**config.mk**
```make
export PLATFORM = sky130hd
export DESIGN_NAME = program_memory_controller_flat
export DESIGN_NICKNAME = d
export VERILOG_FILES = /design/src/rtl/program_memory_controller_pkg.sv /design/src/rtl/program_memory_controller_if.sv /design/src/rtl/program_memory_controller.sv /design/src/flat_wrapper.sv
export SDC_FILE = /design/constraint.sdc
export NUM_CORES = 1
export LEC_CHECK = 0
export BUFFER_PORTS_ARGS = -buffer_cell sky130_fd_sc_hd__buf_2
export CAP_MARGIN = 30
export CORE_MARGIN = 10
export CORE_UTILIZATION = 53
export CTS_BUF_LIST = sky130_fd_sc_hd__clkbuf_16
export CTS_CLUSTER_DIAMETER = 200
export CTS_CLUSTER_SIZE = 24
export DETAILED_ROUTE_END_ITERATION = 12
export GPL_TIMING_DRIVEN = 0
export PLACE_DENSITY_LB_ADDON = 0.3
export SLEW_MARGIN = 30
export SYNTH_ARGS = -nofsm -noshare
export SYNTH_HDL_FRONTEND = slang
export SYNTH_SLANG_ARGS = --single-unit
```
**constraint.sdc**
```tcl
create_clock -name clk -period 4.4 [get_ports clk]
set_input_delay 0.88 -clock clk [delete_from_list [all_inputs] [get_ports clk]]
set_output_delay 0.88 -clock clk [all_outputs]
set_load 0.01 [all_outputs]
```
**src/rtl/program_memory_controller_pkg.sv**
```systemverilog
// Shared types and the round-robin arbitration helper for the program memory controller.
package program_memory_controller_pkg;

    localparam int unsigned MAX_CONSUMERS = 32;
    localparam int unsigned PICK_IDX_BITS = 5;

    typedef enum logic [1:0] {
        IDLE         = 2'd0,
        READ_WAITING = 2'd1,
        RELAYING     = 2'd2
    } chan_state_t;

    typedef struct packed {
        logic                     hit;
        logic [PICK_IDX_BITS-1:0] idx;
    } rr_pick_t;

    // First requester that is valid and unclaimed, scanning upward from start and wrapping at num.
    function automatic rr_pick_t rr_pick(
        input logic [MAX_CONSUMERS-1:0] valid,
        input logic [MAX_CONSUMERS-1:0] claimed,
        input logic [PICK_IDX_BITS-1:0] start,
        input int unsigned              num
    );
        rr_pick_t                 r;
        int unsigned              j;
        logic [PICK_IDX_BITS-1:0] jj;
        r = '0;
        for (int unsigned k = 0; k < MAX_CONSUMERS; k++) begin
            j  = (32'(start) + k) % num;
            jj = j[PICK_IDX_BITS-1:0];
            if (!r.hit && (k < num) && valid[jj] && !claimed[jj]) begin
                r.hit = 1'b1;
                r.idx = jj;
            end
        end
        return r;
    endfunction

endpackage

```
**src/rtl/program_memory_controller_if.sv**
```systemverilog
// Generic packed read bus: master issues valid/address, slave answers ready/data.
interface program_memory_controller_if #(
    parameter int unsigned N         = 1,
    parameter int unsigned ADDR_BITS = 6,
    parameter int unsigned DATA_BITS = 32
);
    logic [N-1:0]           read_valid;
    logic [N*ADDR_BITS-1:0] read_address;
    logic [N-1:0]           read_ready;
    logic [N*DATA_BITS-1:0] read_data;

    modport master (output read_valid, output read_address, input read_ready, input read_data);
    modport slave  (input read_valid, input read_address, output read_ready, output read_data);
endinterface

```
**src/rtl/program_memory_controller.sv**
```systemverilog
// Round-robin arbiter of fetcher read requests onto the program-memory read channels.
module program_memory_controller
    import program_memory_controller_pkg::*;
#(
    parameter int unsigned NUM_CONSUMERS = 4,
    parameter int unsigned NUM_CHANNELS  = 1,
    parameter int unsigned ADDR_BITS     = 6,
    parameter int unsigned DATA_BITS     = 32
) (
    input  logic                          clk,
    input  logic                          reset,
    program_memory_controller_if.slave    consumer,
    program_memory_controller_if.master   mem
);

    localparam int unsigned CIDX_BITS = (NUM_CONSUMERS > 1) ? $clog2(NUM_CONSUMERS) : 1;
    typedef logic [CIDX_BITS-1:0] cidx_t;

    chan_state_t                             r_state [NUM_CHANNELS];
    cidx_t                                   r_cur   [NUM_CHANNELS];
    cidx_t                                   r_rr    [NUM_CHANNELS];
    logic [NUM_CONSUMERS-1:0]                r_claimed;
    logic [NUM_CHANNELS-1:0]                 r_mem_valid;
    logic [NUM_CHANNELS-1:0][ADDR_BITS-1:0]  r_mem_addr;
    logic [NUM_CONSUMERS-1:0]                r_cons_ready;
    logic [NUM_CONSUMERS-1:0][DATA_BITS-1:0] r_cons_data;

    logic [NUM_CONSUMERS-1:0][ADDR_BITS-1:0] w_cons_addr;
    logic [NUM_CHANNELS-1:0][DATA_BITS-1:0]  w_mem_data;
    logic [NUM_CHANNELS-1:0]                 w_hit;
    cidx_t                                   w_idx [NUM_CHANNELS];
    logic [MAX_CONSUMERS-1:0]                w_claim_scan;
    rr_pick_t                                w_pick;

    assign w_cons_addr           = consumer.read_address;
    assign w_mem_data            = mem.read_data;
    assign mem.read_valid        = r_mem_valid;
    assign mem.read_address      = r_mem_addr;
    assign consumer.read_ready   = r_cons_ready;
    assign consumer.read_data    = r_cons_data;

    // Per-channel grant selection; lower channels mark their pick claimed before higher ones scan.
    always_comb begin
        w_claim_scan = MAX_CONSUMERS'(r_claimed);
        w_pick       = '0;
        for (int unsigned c = 0; c < NUM_CHANNELS; c++) begin
            w_hit[c] = 1'b0;
            w_idx[c] = '0;
        end
        for (int unsigned c = 0; c < NUM_CHANNELS; c++) begin
            if (r_state[c] == IDLE) begin
                w_pick = rr_pick(MAX_CONSUMERS'(consumer.read_valid), w_claim_scan,
                                 PICK_IDX_BITS'(r_rr[c]), NUM_CONSUMERS);
                w_hit[c] = w_pick.hit;
                w_idx[c] = w_pick.idx[CIDX_BITS-1:0];
                if (w_pick.hit) begin
                    w_claim_scan[w_pick.idx] = 1'b1;
                end
            end
        end
    end

    // Channel FSMs: grant, wait for memory, relay to the fetcher until it drops valid.
    always_ff @(posedge clk) begin
        if (reset) begin
            for (int unsigned c = 0; c < NUM_CHANNELS; c++) begin
                r_state[c] <= IDLE;
                r_cur[c]   <= '0;
                r_rr[c]    <= '0;
            end
            r_claimed    <= '0;
            r_mem_valid  <= '0;
            r_mem_addr   <= '0;
            r_cons_ready <= '0;
            r_cons_data  <= '0;
        end else begin
            for (int unsigned c = 0; c < NUM_CHANNELS; c++) begin
                case (r_state[c])
                    IDLE: begin
                        if (w_hit[c]) begin
                            r_mem_valid[c]       <= 1'b1;
                            r_mem_addr[c]        <= w_cons_addr[w_idx[c]];
                            r_cur[c]             <= w_idx[c];
                            r_claimed[w_idx[c]]  <= 1'b1;
                            r_rr[c]              <= (w_idx[c] == cidx_t'(NUM_CONSUMERS - 1)) ?
                                                    '0 : cidx_t'(w_idx[c] + 1'b1);
                            r_state[c]           <= READ_WAITING;
                        end
                    end
                    READ_WAITING: begin
                        if (mem.read_ready[c]) begin
                            r_mem_valid[c]            <= 1'b0;
                            r_cons_ready[r_cur[c]]    <= 1'b1;
                            r_cons_data[r_cur[c]]     <= w_mem_data[c];
                            r_state[c]                <= RELAYING;
                        end
                    end
                    RELAYING: begin
                        if (!consumer.read_valid[r_cur[c]]) begin
                            r_cons_ready[r_cur[c]] <= 1'b0;
                            r_claimed[r_cur[c]]    <= 1'b0;
                            r_state[c]             <= IDLE;
                        end
                    end
                    default: r_state[c] <= IDLE;
                endcase
            end
        end
    end

endmodule

```
**src/flat_wrapper.sv**
```systemverilog
// flat-port wrapper written by rule: the top's interface ports become plain ports
module program_memory_controller_flat import program_memory_controller_pkg::*;
#(
    parameter int unsigned NUM_CONSUMERS = 4,
    parameter int unsigned NUM_CHANNELS  = 1,
    parameter int unsigned ADDR_BITS     = 6,
    parameter int unsigned DATA_BITS     = 32
)
  (clk, reset, consumer_read_valid, consumer_read_address, consumer_read_ready, consumer_read_data, mem_read_valid, mem_read_address, mem_read_ready, mem_read_data);
  program_memory_controller_if #(.N(4), .ADDR_BITS(ADDR_BITS), .DATA_BITS(DATA_BITS)) consumer_i ();
  program_memory_controller_if #(.N(1), .ADDR_BITS(ADDR_BITS), .DATA_BITS(DATA_BITS)) mem_i ();
  input  logic clk;
  input  logic reset;
  input wire logic [$bits(consumer_i.read_valid)-1:0] consumer_read_valid;
  input wire logic [$bits(consumer_i.read_address)-1:0] consumer_read_address;
  output wire logic [$bits(consumer_i.read_ready)-1:0] consumer_read_ready;
  output wire logic [$bits(consumer_i.read_data)-1:0] consumer_read_data;
  output wire logic [$bits(mem_i.read_valid)-1:0] mem_read_valid;
  output wire logic [$bits(mem_i.read_address)-1:0] mem_read_address;
  input wire logic [$bits(mem_i.read_ready)-1:0] mem_read_ready;
  input wire logic [$bits(mem_i.read_data)-1:0] mem_read_data;
  assign consumer_i.read_valid = consumer_read_valid;
  assign consumer_i.read_address = consumer_read_address;
  assign consumer_read_ready = consumer_i.read_ready;
  assign consumer_read_data = consumer_i.read_data;
  assign mem_read_valid = mem_i.read_valid;
  assign mem_read_address = mem_i.read_address;
  assign mem_i.read_ready = mem_read_ready;
  assign mem_i.read_data = mem_read_data;
  program_memory_controller #(.NUM_CONSUMERS(NUM_CONSUMERS), .NUM_CHANNELS(NUM_CHANNELS), .ADDR_BITS(ADDR_BITS), .DATA_BITS(DATA_BITS)) u_core (.clk(clk), .reset(reset), .consumer(consumer_i), .mem(mem_i));
endmodule
```
# After elaboration in Yosys (flattened, before gate mapping)
# Memories as Yosys holds them, arrays and structs flattened.
# Index checks and enable logic that the tools add are counted.
[totals] register_bits=143 ram_bits=6 in_bits=63 output_inout_bits=139 elab_cells=141 mem_count=3
[memory_table] memory="u_core.r_cur" depth=1 width=2 rd=1 rd_ports_with_merged_regs=0 wr=1 line="program_memory_controller.sv:20" source="cidx_t r_cur [NUM_CHANNELS];"
[memory_table] memory="u_core.r_rr" depth=1 width=2 rd=1 rd_ports_with_merged_regs=0 wr=1 line="program_memory_controller.sv:21" source="cidx_t r_rr [NUM_CHANNELS];"
[memory_table] memory="u_core.r_state" depth=1 width=2 rd=1 rd_ports_with_merged_regs=0 wr=1 line="program_memory_controller.sv:19" source="chan_state_t r_state [NUM_CHANNELS];"
[op_classes] addsub=4 magnitude_cmp=8 eq_ne=6 muxes=75 n_bitwise=5 n_reduce_logical=32
[ops] op="$bwmux 128" count=1
[ops] op="$demux 32 s2" count=1
[ops] op="$mux 6" count=8
[ops] op="$mux 1" count=37
[ops] op="$mux 32" count=1
[ops] op="$lt 2x6->1 const B" count=4
[ops] op="$bmux 1 s2" count=9
[ops] op="$mux 2" count=8
[ops] op="$mux 4" count=4
[ops] op="$pmux 4 s2" count=2
[ops] op="$bmux 6 s2" count=1
[ops] op="$reduce_or 2->1" count=6
[ops] op="$logic_and 1x1->1" count=9
[ops] op="$reduce_and 3->1" count=3
[ops] op="$and 4x4->4" count=2
[ops] op="$or 4x4->4" count=2
[ops] op="$logic_not 1->1" count=7
[ops] op="$lt 2x3->1 const B" count=2
[ops] op="$reduce_bool 2->1" count=3
[ops] op="$add 2x1->2 const B" count=2
[ops] op="$add 2x2->2 const B" count=2
[ops] op="$demux 1 s2" count=2
[ops] op="$eq 2x2->1 const B" count=2
[ops] op="$ge 2x1->1 const B" count=2
[ops] op="other kinds (8)" count=10

# Longest topological paths before layout
# Gate-level depths: netlist (run 1).
[logic_depth] word_depth=30 mapped_depth=7 mapped_depth_nobuf=6

# Worst setup path before layout (run 1)
# Ideal clock, no wire load.
[synth_timing] path_kind="input to register" from="input port consumer_read_valid[2]" to="register u_core.r_mem_addr, in the netlist u_core.mem.read_address[0]" setup_ns=0.134 arrival_ns=2.146 path_slack_ns=2.120 cell_stages=7 n_path_buf=1 path_cell_list="nor2b_2 a21oi_2 a221oi_2 nor3_4 buf_8 mux2i_1 o221ai_1"
[synth_via] elab_chain_len=22 word_cells_on_any_way=30 cone_classes="mux: 19; reduce/logical: 11"
[synth_rtl] item="from (decl)" line="flat_wrapper.sv:14" source="input wire logic [$bits(consumer_i.read_valid)-1:0] consumer_read_valid;"
[synth_rtl] item="$bmux 1 s2" line="program_memory_controller_pkg.sv:32" source="if (!r.hit && (k < num) && valid[jj] && !claimed[jj]) begin"
[synth_rtl] item="$mux 1 (implied by the code)" line="program_memory_controller_pkg.sv:32"
[synth_rtl] item="$logic_and 1x1->1" line="program_memory_controller_pkg.sv:32"
[synth_rtl] item="$mux 6" line="program_memory_controller_pkg.sv:32"
[synth_rtl] item="$mux 6" line="program_memory_controller.sv:51" source="if (r_state[c] == IDLE) begin"
[synth_rtl] item="$logic_not 1->1" line="program_memory_controller_pkg.sv:32"
[synth_rtl] item="$logic_and 1x1->1 (2 in series)" line="program_memory_controller_pkg.sv:32"
[synth_rtl] item="$mux 6" line="program_memory_controller_pkg.sv:32"
[synth_rtl] item="(+4 left out)"
[synth_rtl] item="$mux 6" line="program_memory_controller_pkg.sv:32"
[synth_rtl] item="$mux 6" line="program_memory_controller.sv:51"
[synth_rtl] item="$logic_not 1->1" line="program_memory_controller_pkg.sv:32"
[synth_rtl] item="$logic_and 1x1->1 (2 in series)" line="program_memory_controller_pkg.sv:32"
[synth_rtl] item="$mux 6 *" line="program_memory_controller_pkg.sv:32"
[synth_rtl] item="$mux 2" line="program_memory_controller.sv:51"
[synth_rtl] item="$bmux 6 s2" line="program_memory_controller.sv:82" source="r_mem_addr[c] <= w_cons_addr[w_idx[c]];"
[synth_rtl] item="$mux 6 (implied by the code)" line="program_memory_controller.sv:82"
[synth_rtl] item="to (signal, indexed assignment)" line="program_memory_controller.sv:82"
[synth_rtl] item="to (decl)" line="program_memory_controller.sv:24" source="logic [NUM_CHANNELS-1:0][ADDR_BITS-1:0] r_mem_addr;"
# Mark *: on every way between the ends. The rest lies on a longest branch, timed or not. The select of a mux whose other input is x is not followed.
# A chain may end at the register's enable or synchronous reset.

# Final worst setup path (run 1)
[layout_timing] from="input port consumer_read_valid[2]" to="memory u_core.r_state[0][1] (netlist bit) (enable)"
[layout_via] elab_chain_len=29 word_cells_on_any_way=42 cone_classes="mux: 30; reduce/logical: 12"
[layout_rtl] item="$bmux 1 s2" line="program_memory_controller_pkg.sv:32"
[layout_rtl] item="$mux 1 (implied by the code)" line="program_memory_controller_pkg.sv:32"
[layout_rtl] item="$logic_and 1x1->1" line="program_memory_controller_pkg.sv:32"
[layout_rtl] item="$mux 6" line="program_memory_controller_pkg.sv:32"
[layout_rtl] item="$mux 6" line="program_memory_controller.sv:51"
[layout_rtl] item="$logic_not 1->1" line="program_memory_controller_pkg.sv:32"
[layout_rtl] item="$logic_and 1x1->1 (2 in series)" line="program_memory_controller_pkg.sv:32"
[layout_rtl] item="$mux 6" line="program_memory_controller_pkg.sv:32"
[layout_rtl] item="(+10 left out)"
[layout_rtl] item="$mux 1" line="program_memory_controller.sv:51"
[layout_rtl] item="$mux 1" line="program_memory_controller.sv:80" source="if (w_hit[c]) begin"
[layout_rtl] item="$mux 1" line="program_memory_controller.sv:78" source="case (r_state[c])"
[layout_rtl] item="$mux 1" line="program_memory_controller.sv:65" source="if (reset) begin"
[layout_rtl] item="$mux 1 (implied by the code)" line="program_memory_controller.sv:87" source="r_state[c] <= READ_WAITING;"
[layout_rtl] item="$reduce_or 2->1 (no source line)"
[layout_rtl] item="$mux 1 (no source line) (2 in series)"
[layout_rtl] item="$mux 1 (no source line) * (2 in series)"
[layout_rtl] item="to (decl)" line="program_memory_controller.sv:19"
# Marked as above.

==> impl_metrics.prom, run 1 <==
# TYPE chip_impl_metric gauge
chip_impl_metric{name="pre_cts_slack",unit="ns"} 1.734
chip_impl_metric{name="num_io_pins",unit=""} 202
chip_impl_metric{name="synth_sequential_area_ratio",unit="%"} 54.70
chip_impl_metric{name="start_util",unit="%"} 54.13
chip_impl_metric{name="synthesis.yosys.warnings",unit=""} 0
chip_impl_metric{name="dp_hpwl",unit="mm"} 13.23
chip_impl_metric{name="antenna_cells",unit=""} 0
chip_impl_metric{name="clkSlewWorstSetupHoldPaths",unit="ns"} 0.06
chip_impl_metric{name="post_synth_instance_area",unit="um2"} 5563
chip_impl_metric{name="layout-drive-gt1-share",unit="%"} 28.49
chip_impl_metric{name="fmaxAchievable",unit="MHz"} 440.1
chip_impl_metric{name="groute.usage.overall",unit="%"} 23.37
chip_impl_metric{name="max_stage_delay",unit="ns"} 0.56
chip_impl_info{name="most-common-layout-cells",value="sky130_fd_sc_hd__nand2_1, sky130_fd_sc_hd__buf_2, sky130_fd_sc_hd__dfxtp_1"} 1
chip_impl_metric{name="power.ir.vdd_worst",unit="uV"} 340.3
chip_impl_info{name="path_delay_family",value="compound AO/OA/AOI/OAI gates"} 1
chip_impl_metric{name="tightestPinTransition",unit="ns"} 0.6233
chip_impl_metric{name="final_antenna_net_count",unit=""} 0
chip_impl_info{name="run_status",value="completed"} 1
chip_impl_metric{name="detailedRoute.firstIterationViolations",unit=""} 421
chip_impl_metric{name="grt_start_max_net_pins",unit=""} 17
chip_impl_metric{name="pwr-share-clk",unit="%"} 34.3
chip_impl_metric{name="route.detailed.vias_per_inst",unit=""} 5.226
chip_impl_metric{name="grt_pass1_vias",unit=""} 5374
chip_impl_metric{name="power.switching",unit="mW"} 1.285
chip_impl_metric{name="crit_buf_inv",unit=""} 2
chip_impl_metric{name="cts-hold-fix-buffers",unit=""} 0
chip_impl_metric{name="dieHeight",unit="um"} 122.5
chip_impl_info{name="synth-main-ff-cell",value="sky130_fd_sc_hd__dfxtp_1"} 1
chip_impl_metric{name="detail_route.first_pass.iterations",unit=""} 8
chip_impl_info{name="worstPathCellList",value="buf_2 > or2b_4 > nand2_1 > o31ai_1 > nor2b_1 > clkbuf_2 > o21ai_0"} 1
chip_impl_metric{name="cts_resized",unit=""} 0
chip_impl_metric{name="r2r_cells",unit=""} 6
chip_impl_metric{name="source_to_sink_clock_delay_at_the_later_pin_of_the_worst_skew_pair",unit="ns"} 0.41
chip_impl_metric{name="timing.critical_path.fanout_max",unit=""} 8
chip_impl_metric{name="clockBufferDepth",unit=""} 2
chip_impl_metric{name="floorplan.core_area",unit="um2"} 10280
chip_impl_metric{name="design.final.nets",unit=""} 966
chip_impl_metric{name="fp-row-count",unit=""} 37
chip_impl_info{name="rr_startpoint",value="u_core.r_cur[0][0]"} 1
chip_impl_info{name="worstHoldPathType",value="reg -> reg"} 1
chip_impl_info{name="root_buffer",value="sky130_fd_sc_hd__clkbuf_16"} 1
chip_impl_metric{name="postLayoutSetupSlackWorst",unit="ns"} 2.128
chip_impl_metric{name="cts_inserted_buffers",unit=""} 17
chip_impl_metric{name="p_sw_share",unit="%"} 32.76
chip_impl_metric{name="count_of_flip_flops_with_a_built_in_enable_after_synthesis",unit=""} 6
chip_impl_metric{name="asyncSetResetFlopFracSynth",unit="%"} 0
chip_impl_info{name="grt_setup_unrepaired",value="false"} 1
chip_impl_metric{name="fillerInstances",unit=""} 875
chip_impl_metric{name="syn-num-nets",unit=""} 747
chip_impl_metric{name="gp_congestion",unit=""} 0.8117
chip_impl_metric{name="cts_num_sinks",unit=""} 149
chip_impl_metric{name="wire_per_inst",unit="um"} 17.06
chip_impl_metric{name="finalCritPeriodShare",unit="%"} 51.64
chip_impl_info{name="cp-startpoint",value="consumer_read_valid[2]"} 1
chip_impl_metric{name="yosys_register_bits",unit=""} 149
chip_impl_info{name="holdPathEnd",value="u_core.consumer.read_data[40]"} 1
chip_impl_metric{name="setup_tns",unit="ns"} 0
chip_impl_info{name="holdCritStartpoint",value="u_core.consumer.read_data[40]"} 1
chip_impl_metric{name="antenna_found_initial",unit=""} 0
chip_impl_metric{name="pwr_density_cell",unit="nW/um2"} 538.6
chip_impl_metric{name="port-buffer-count",unit=""} 200
chip_impl_metric{name="number_of_distinct_library_cells_after_synthesis",unit=""} 46
chip_impl_metric{name="finalClockSkew",unit="ns"} 0.007549
chip_impl_metric{name="cp_required",unit="ns"} 4.54
chip_impl_metric{name="chipWidth",unit="um"} 122.5
chip_impl_metric{name="reg2reg_setup_slack",unit="ns"} 2.31
chip_impl_metric{name="route.final.wire_length",unit="mm"} 17.95
chip_impl_metric{name="critPathArrivalTime",unit="ns"} 2.41
chip_impl_metric{name="placedInstanceArea",unit="um2"} 6734
chip_impl_metric{name="synth_cells",unit=""} 684
chip_impl_metric{name="finalInstanceArea",unit="um2"} 7281
chip_impl_metric{name="crit_cells",unit=""} 7
chip_impl_metric{name="post_cts_setup_inserts",unit=""} 0
chip_impl_info{name="critPathCaptureType",value="flop"} 1
chip_impl_info{name="critPathLaunchType",value="input port"} 1
chip_impl_metric{name="timing.final.setup_violations",unit=""} 0
chip_impl_metric{name="hold_viol_final",unit=""} 0
chip_impl_metric{name="max_slew_margin",unit="%"} 58.45
chip_impl_metric{name="pwr-share-seq",unit="%"} 41.5
chip_impl_info{name="cts_tree",value="yes"} 1
chip_impl_info{name="crit_type",value="in -> reg"} 1
chip_impl_metric{name="grt_first_pass_wirelength",unit="mm"} 27.87
chip_impl_info{name="layout.cells.most_common",value="sky130_fd_sc_hd__nand2_1"} 1
chip_impl_metric{name="report.final.slew_viol_count",unit=""} 0
chip_impl_metric{name="post_synth.cell_area_avg",unit="um2"} 8.133
chip_impl_metric{name="worstHoldPathCells",unit=""} 2
chip_impl_metric{name="final_period_minus_worst_setup_slack",unit="ns"} 2.272
chip_impl_metric{name="remaining_global_route_overflow",unit=""} 0
chip_impl_metric{name="syn_to_final_growth",unit="%"} 30.88
chip_impl_metric{name="route.detailed.drc",unit=""} 0
chip_impl_info{name="critical-path-slowest-cell",value="sky130_fd_sc_hd__o31ai_1"} 1
chip_impl_metric{name="drv.max_cap_violation_count",unit=""} 0
chip_impl_metric{name="htree_num_levels",unit=""} 4
chip_impl_metric{name="cellLeakagePower",unit="nW"} 3.131
chip_impl_metric{name="power.combinational.fraction",unit="%"} 24.2
chip_impl_metric{name="internal_power",unit="mW"} 2.637
chip_impl_metric{name="vias",unit=""} 5498
chip_impl_metric{name="die_outline_area",unit="um2"} 14990
metal layers:
layer / GRT usage [%] / vias to the layer above / share of wire, %
met1: 29.54 / 2528 / 42
li1: - / 2684 / -
met2: 36.54 / 266 / 46
met5: 0 / - / 0
met3: 8.770 / 20 / 11
met4: 6.922 / 0 / 1.2
layout make-up:
| class | instances | area, um2 | share of cell area [%] |
|---|---|---|---|
| Sequential cell | 149 | 3043 | 41.79 |
| Inverter | 2 | 7.507 | 0.1031 |
| Buffer | 46 | 200.2 | 2.750 |
| Multi-Input combinational cell | 487 | 2312 | 31.76 |
| Timing Repair Buffer | 200 | 1001 | 13.75 |
| Clock inverter | 15 | 121.4 | 1.667 |
| Tap cell | 136 | 170.2 | 2.337 |
| Clock buffer | 17 | 425.4 | 5.843 |
worst min-delay path: stages, from the launching register on:
cell,delay [ns]
sky130_fd_sc_hd__dfxtp_1,0.30
sky130_fd_sc_hd__nand2_1,0.05
sky130_fd_sc_hd__a21oi_1,0.05
metrics by stage:
step	instances	utilization (%)	hold WS, ns	total power [mW]
after global routing	1052	70.84	0.4688	4.109
final	1052	70.84	0.4515	3.922
after detailed placement	1020	65.52	0.4430	2.598
after floorplan	684	-	0.4449	2.267
after global placement	1020	65.52	0.4387	2.585
after CTS	1052	70.84	0.4519	3.935
cells in the mapped netlist, types with 2 or more instances:
master / count / area, um2
sky130_fd_sc_hd__nand2_1: 278 / 1044
sky130_fd_sc_hd__dfxtp_1: 143 / 2863
sky130_fd_sc_hd__a21oi_1: 138 / 690.7
sky130_fd_sc_hd__clkbuf_1: 32 / 120.1
sky130_fd_sc_hd__buf_2: 12 / 60.06
sky130_fd_sc_hd__mux2i_1: 12 / 120.1
sky130_fd_sc_hd__nor2_1: 12 / 45.04
sky130_fd_sc_hd__edfxtp_1: 6 / 180.2
sky130_fd_sc_hd__o221ai_1: 6 / 52.55
sky130_fd_sc_hd__nor2b_1: 4 / 25.02
sky130_fd_sc_hd__nand3_1: 3 / 15.01
sky130_fd_sc_hd__and2_1: 2 / 12.51
sky130_fd_sc_hd__inv_1: 2 / 7.510
sky130_fd_sc_hd__nand2b_4: 2 / 27.53
flip-flops by register name, indices dropped and copies added, names as in the netlist, named ones only:
name,count
u_core.r_rr,2
u_core.r_cur,2
u_core.r_state,2
u_core.consumer.read_data,128
u_core.mem.read_valid,1
u_core.r_claimed,4
u_core.mem.read_address,6
power by group through the flow:
stage               Sequential, mW  Combinational (mW)  Clock [mW]
floorplan                     1.70               0.569           0
global placement              1.65               0.935           0
detailed placement            1.65               0.944           0
CTS                           1.63               0.955        1.35
global route                  1.65                1.05        1.41
finish                        1.63               0.951        1.34
cells by family (layout without fill, tap and decap cells):
group	count (synthesis)	count (layout)	synth area share, %
simple gates	318	318	23.82
buf+inv	48	280	3.734
mux	13	13	2.564
flops	149	149	54.70
compound gates	156	156	15.18
worst max-delay path by stage:
stage	slack (ns)	end
2_1_floorplan	2.12	u_core.mem.read_address[0]
3_3_place_gp	1.75	u_core.r_state[0][1]
3_5_place_dp	1.73	u_core.r_state[0][1]
4_1_cts	2.07	u_core.r_state[0][1]
5_1_grt	1.99	u_core.r_state[0][0]
6_report	2.13	u_core.r_state[0][1]
Power figures use the tool's default switching activity.
==> run 2, diff against run 1 <==
--- a/config.mk
+++ b/config.mk
@@ -8,7 +8,7 @@
 export BUFFER_PORTS_ARGS = -buffer_cell sky130_fd_sc_hd__buf_2
 export CAP_MARGIN = 30
 export CORE_MARGIN = 10
-export CORE_UTILIZATION = 53
+export CORE_UTILIZATION = 44
 export CTS_BUF_LIST = sky130_fd_sc_hd__clkbuf_16
 export CTS_CLUSTER_DIAMETER = 200
 export CTS_CLUSTER_SIZE = 24
==> constraint.sdc (replaced) <==
create_clock -name clk -period 1.87 [get_ports clk]
set_input_delay 0.374 -clock clk [delete_from_list [all_inputs] [get_ports clk]]
set_output_delay 0.374 -clock clk [all_outputs]
set_load 0.01 [all_outputs]
==> run 2 against run 1 <==
Effect of this change: worst hold slack lost 0.23 ns; clock-buffer cell count unchanged; total power rose by 150%; register-to-register slack lost 2.2 ns; routed wire length up 2.7%; die area is 17% higher; core utilization fell by 11 points; clock skew fell by 0.0018 ns; combinational power rose to 2.6 times the previous value; critical path type is now reg -> reg; largest cell class unchanged; largest power group unchanged.
==> impl_metrics.prom, run 2 (synthesis gave the netlist of run 1 again) <==
# TYPE chip_impl_metric gauge
chip_impl_metric{name="pre_cts_slack",unit="ns"} -0.3214
chip_impl_metric{name="fmaxAchievable",unit="MHz"} 553.7
chip_impl_metric{name="die_outline_area",unit="um2"} 17540
chip_impl_metric{name="final-instance-count-excl-fill",unit=""} 1094
chip_impl_metric{name="fp-row-count",unit=""} 41
chip_impl_info{name="run_status",value="completed"} 1
chip_impl_metric{name="reg2reg_setup_slack",unit="ns"} 0.06
chip_impl_metric{name="hold_viol_final",unit=""} 0
chip_impl_metric{name="groute.usage.overall",unit="%"} 20.62
chip_impl_info{name="grt_setup_unrepaired",value="true"} 1
chip_impl_metric{name="final_period_minus_worst_setup_slack",unit="ns"} 1.806
chip_impl_metric{name="finalCritPeriodShare",unit="%"} 96.58
chip_impl_metric{name="cellLeakagePower",unit="nW"} 3.221
chip_impl_metric{name="clkSlewWorstSetupHoldPaths",unit="ns"} 0.06
chip_impl_metric{name="htree_num_levels",unit=""} 4
chip_impl_metric{name="floorplan.core_area",unit="um2"} 12520
chip_impl_metric{name="report.final.slew_viol_count",unit=""} 0
chip_impl_info{name="critPathLaunchType",value="flop"} 1
chip_impl_metric{name="power.ir.vdd_worst",unit="uV"} 719.5
chip_impl_info{name="most-common-layout-cells",value="sky130_fd_sc_hd__nand2_1, sky130_fd_sc_hd__buf_2, sky130_fd_sc_hd__dfxtp_1"} 1
chip_impl_metric{name="critPathArrivalTime",unit="ns"} 2.16
chip_impl_metric{name="cts_inserted_buffers",unit=""} 17
chip_impl_info{name="crit_type",value="reg -> reg"} 1
chip_impl_info{name="rr_startpoint",value="u_core.r_claimed[0]"} 1
chip_impl_info{name="cts_tree",value="yes"} 1
chip_impl_info{name="layout.cells.most_common",value="sky130_fd_sc_hd__nand2_1"} 1
chip_impl_metric{name="internal_power",unit="mW"} 6.723
chip_impl_metric{name="port-buffer-count",unit=""} 200
chip_impl_metric{name="r2r_cells",unit=""} 6
chip_impl_metric{name="tightestPinTransition",unit="ns"} 0.6550
chip_impl_metric{name="detailedRoute.firstIterationViolations",unit=""} 356
chip_impl_metric{name="postLayoutSetupSlackWorst",unit="ns"} 0.06403
chip_impl_metric{name="pwr-share-seq",unit="%"} 39.4
chip_impl_metric{name="antenna_found_initial",unit=""} 1
chip_impl_info{name="root_buffer",value="sky130_fd_sc_hd__clkbuf_16"} 1
chip_impl_metric{name="timing.critical_path.fanout_max",unit=""} 7
chip_impl_metric{name="p_sw_share",unit="%"} 31.08
chip_impl_metric{name="power.switching",unit="mW"} 3.032
chip_impl_metric{name="vias",unit=""} 5456
chip_impl_metric{name="route.detailed.vias_per_inst",unit=""} 4.987
chip_impl_metric{name="grt_start_max_net_pins",unit=""} 17
chip_impl_metric{name="design.final.nets",unit=""} 971
chip_impl_metric{name="worstHoldPathCells",unit=""} 3
chip_impl_metric{name="setup_tns",unit="ns"} 0
chip_impl_metric{name="dieHeight",unit="um"} 132.4
chip_impl_metric{name="syn_to_final_growth",unit="%"} 35.09
chip_impl_metric{name="chipWidth",unit="um"} 132.4
chip_impl_info{name="worstHoldPathType",value="in -> reg"} 1
chip_impl_metric{name="multi_input_combinational_cell_area",unit="um2"} 2372
chip_impl_metric{name="source_to_sink_clock_delay_at_the_later_pin_of_the_worst_skew_pair",unit="ns"} 0.42
chip_impl_metric{name="cp_required",unit="ns"} 2.22
chip_impl_metric{name="power.combinational.fraction",unit="%"} 25.5
chip_impl_metric{name="wire_per_inst",unit="um"} 16.85
chip_impl_metric{name="dp_hpwl",unit="mm"} 13.43
chip_impl_info{name="worstReg2RegEnd",value="u_core.r_claimed[0]"} 1
chip_impl_metric{name="detail_route.first_pass.iterations",unit=""} 5
chip_impl_metric{name="remaining_global_route_overflow",unit=""} 0
chip_impl_info{name="holdPathEnd",value="u_core.consumer.read_data[79]"} 1
chip_impl_metric{name="grt_first_pass_wirelength",unit="mm"} 29.11
chip_impl_metric{name="route.final.wire_length",unit="mm"} 18.43
chip_impl_metric{name="finalClockSkew",unit="ns"} 0.005701
chip_impl_metric{name="pwr-share-clk",unit="%"} 35.1
chip_impl_metric{name="start_util",unit="%"} 44.44
chip_impl_metric{name="layout-drive-gt1-share",unit="%"} 30.73
chip_impl_metric{name="grt_pass1_vias",unit=""} 5379
chip_impl_metric{name="gp_congestion",unit=""} 0.7865
chip_impl_metric{name="seqCellArea",unit="um2"} 3043
chip_impl_metric{name="utilization",unit="%"} 60.04
chip_impl_metric{name="drv.max_cap_violation_count",unit=""} 0
chip_impl_metric{name="pwr_density_cell",unit="nW/um2"} 1298
chip_impl_metric{name="num_io_pins",unit=""} 202
chip_impl_metric{name="placed_cells",unit=""} 1056
chip_impl_metric{name="final_antenna_net_count",unit=""} 0
chip_impl_info{name="critPathCaptureType",value="flop"} 1
chip_impl_metric{name="route.detailed.drc",unit=""} 0
chip_impl_metric{name="clockBufferDepth",unit=""} 2
chip_impl_metric{name="fillerInstances",unit=""} 1213
chip_impl_metric{name="max_slew_margin",unit="%"} 56.33
chip_impl_metric{name="largest_reg_flops",unit=""} 128
chip_impl_info{name="holdCritStartpoint",value="mem_read_data[15]"} 1
chip_impl_metric{name="timing.final.setup_violations",unit=""} 0
chip_impl_metric{name="cts_num_sinks",unit=""} 149
==> run 2: timing repair <==
item	4_1_cts	5_1_grt
hold buffers	0	0
buffers inserted	3	6
setup endpoints to repair	96	118
resized for setup	9	24
pin swaps	1	7
==> run 2: critical path, stage by stage (launching register included) <==
cell and delay [ns]:
sky130_fd_sc_hd__dfxtp_1 0.34, sky130_fd_sc_hd__nor2b_4 0.24, sky130_fd_sc_hd__o211ai_1 0.11, sky130_fd_sc_hd__a311o_1 0.38
sky130_fd_sc_hd__and3_4 0.19, sky130_fd_sc_hd__or3_1 0.33, sky130_fd_sc_hd__a21oi_1 0.14
==> run 2: stage by stage <==
stage | instance area, um2 | power [mW] | hold slack (ns)
2_1_floorplan | 5563 | 5.334 | 0.4449
4_1_cts | 7418 | 9.673 | 0.2078
3_3_place_gp | 6779 | 6.099 | 0.4381
3_5_place_dp | 6779 | 6.136 | 0.4429
5_1_grt | 7515 | 10.25 | 0.2197
6_report | 7515 | 9.755 | 0.2255
==> run 2: layout make-up <==
cell class / count / share of cell area, %
multi-input combinational: 487 / 31.57
timing repair buffer: 209 / 14.27
clock inverter: 15 / 2.181
tap: 172 / 2.864
sequential: 149 / 40.49
antenna: 1 / 0.03330
clock buffer: 17 / 5.661
inverter: 2 / 0.09990
buffer: 42 / 2.831
==> run 2: power by group through the flow <==
| stage | sequential (mW) | combinational (mW) | clock [mW] |
|---|---|---|---|
| final | 3.85 | 2.48 | 3.42 |
| after global routing | 3.89 | 2.74 | 3.61 |
| after CTS | 3.86 | 2.34 | 3.47 |
| after detailed placement | 3.89 | 2.24 | 0 |
| after global placement | 3.88 | 2.22 | 0 |
| after floorplan | 4.00 | 1.34 | 0 |
==> run 2: worst max path at each step <==
stage	from	to	cells after the start
finish	u_core.r_claimed[0]	u_core.r_claimed[0]	6
global route	u_core.r_cur[0][0]	flop	5
CTS	u_core.r_rr[0][1]	u_core.r_claimed[0]	6
detailed placement	consumer_read_valid[2]	u_core.r_state[0][1]	7
global placement	consumer_read_valid[2]	u_core.r_state[0][1]	7
floorplan	consumer_read_valid[2]	u_core.mem.read_address[0]	7
==> run 2: layer usage <==
layer / up-vias / routed length [um] / track usage (%)
met4: 0 / 290 / 6.296
met3: 21 / 1578 / 7.646
met5: - / 0 / 0
li1: 2699 / - / -
met2: 200 / 8626 / 33.37
met1: 2536 / 7938 / 24.97
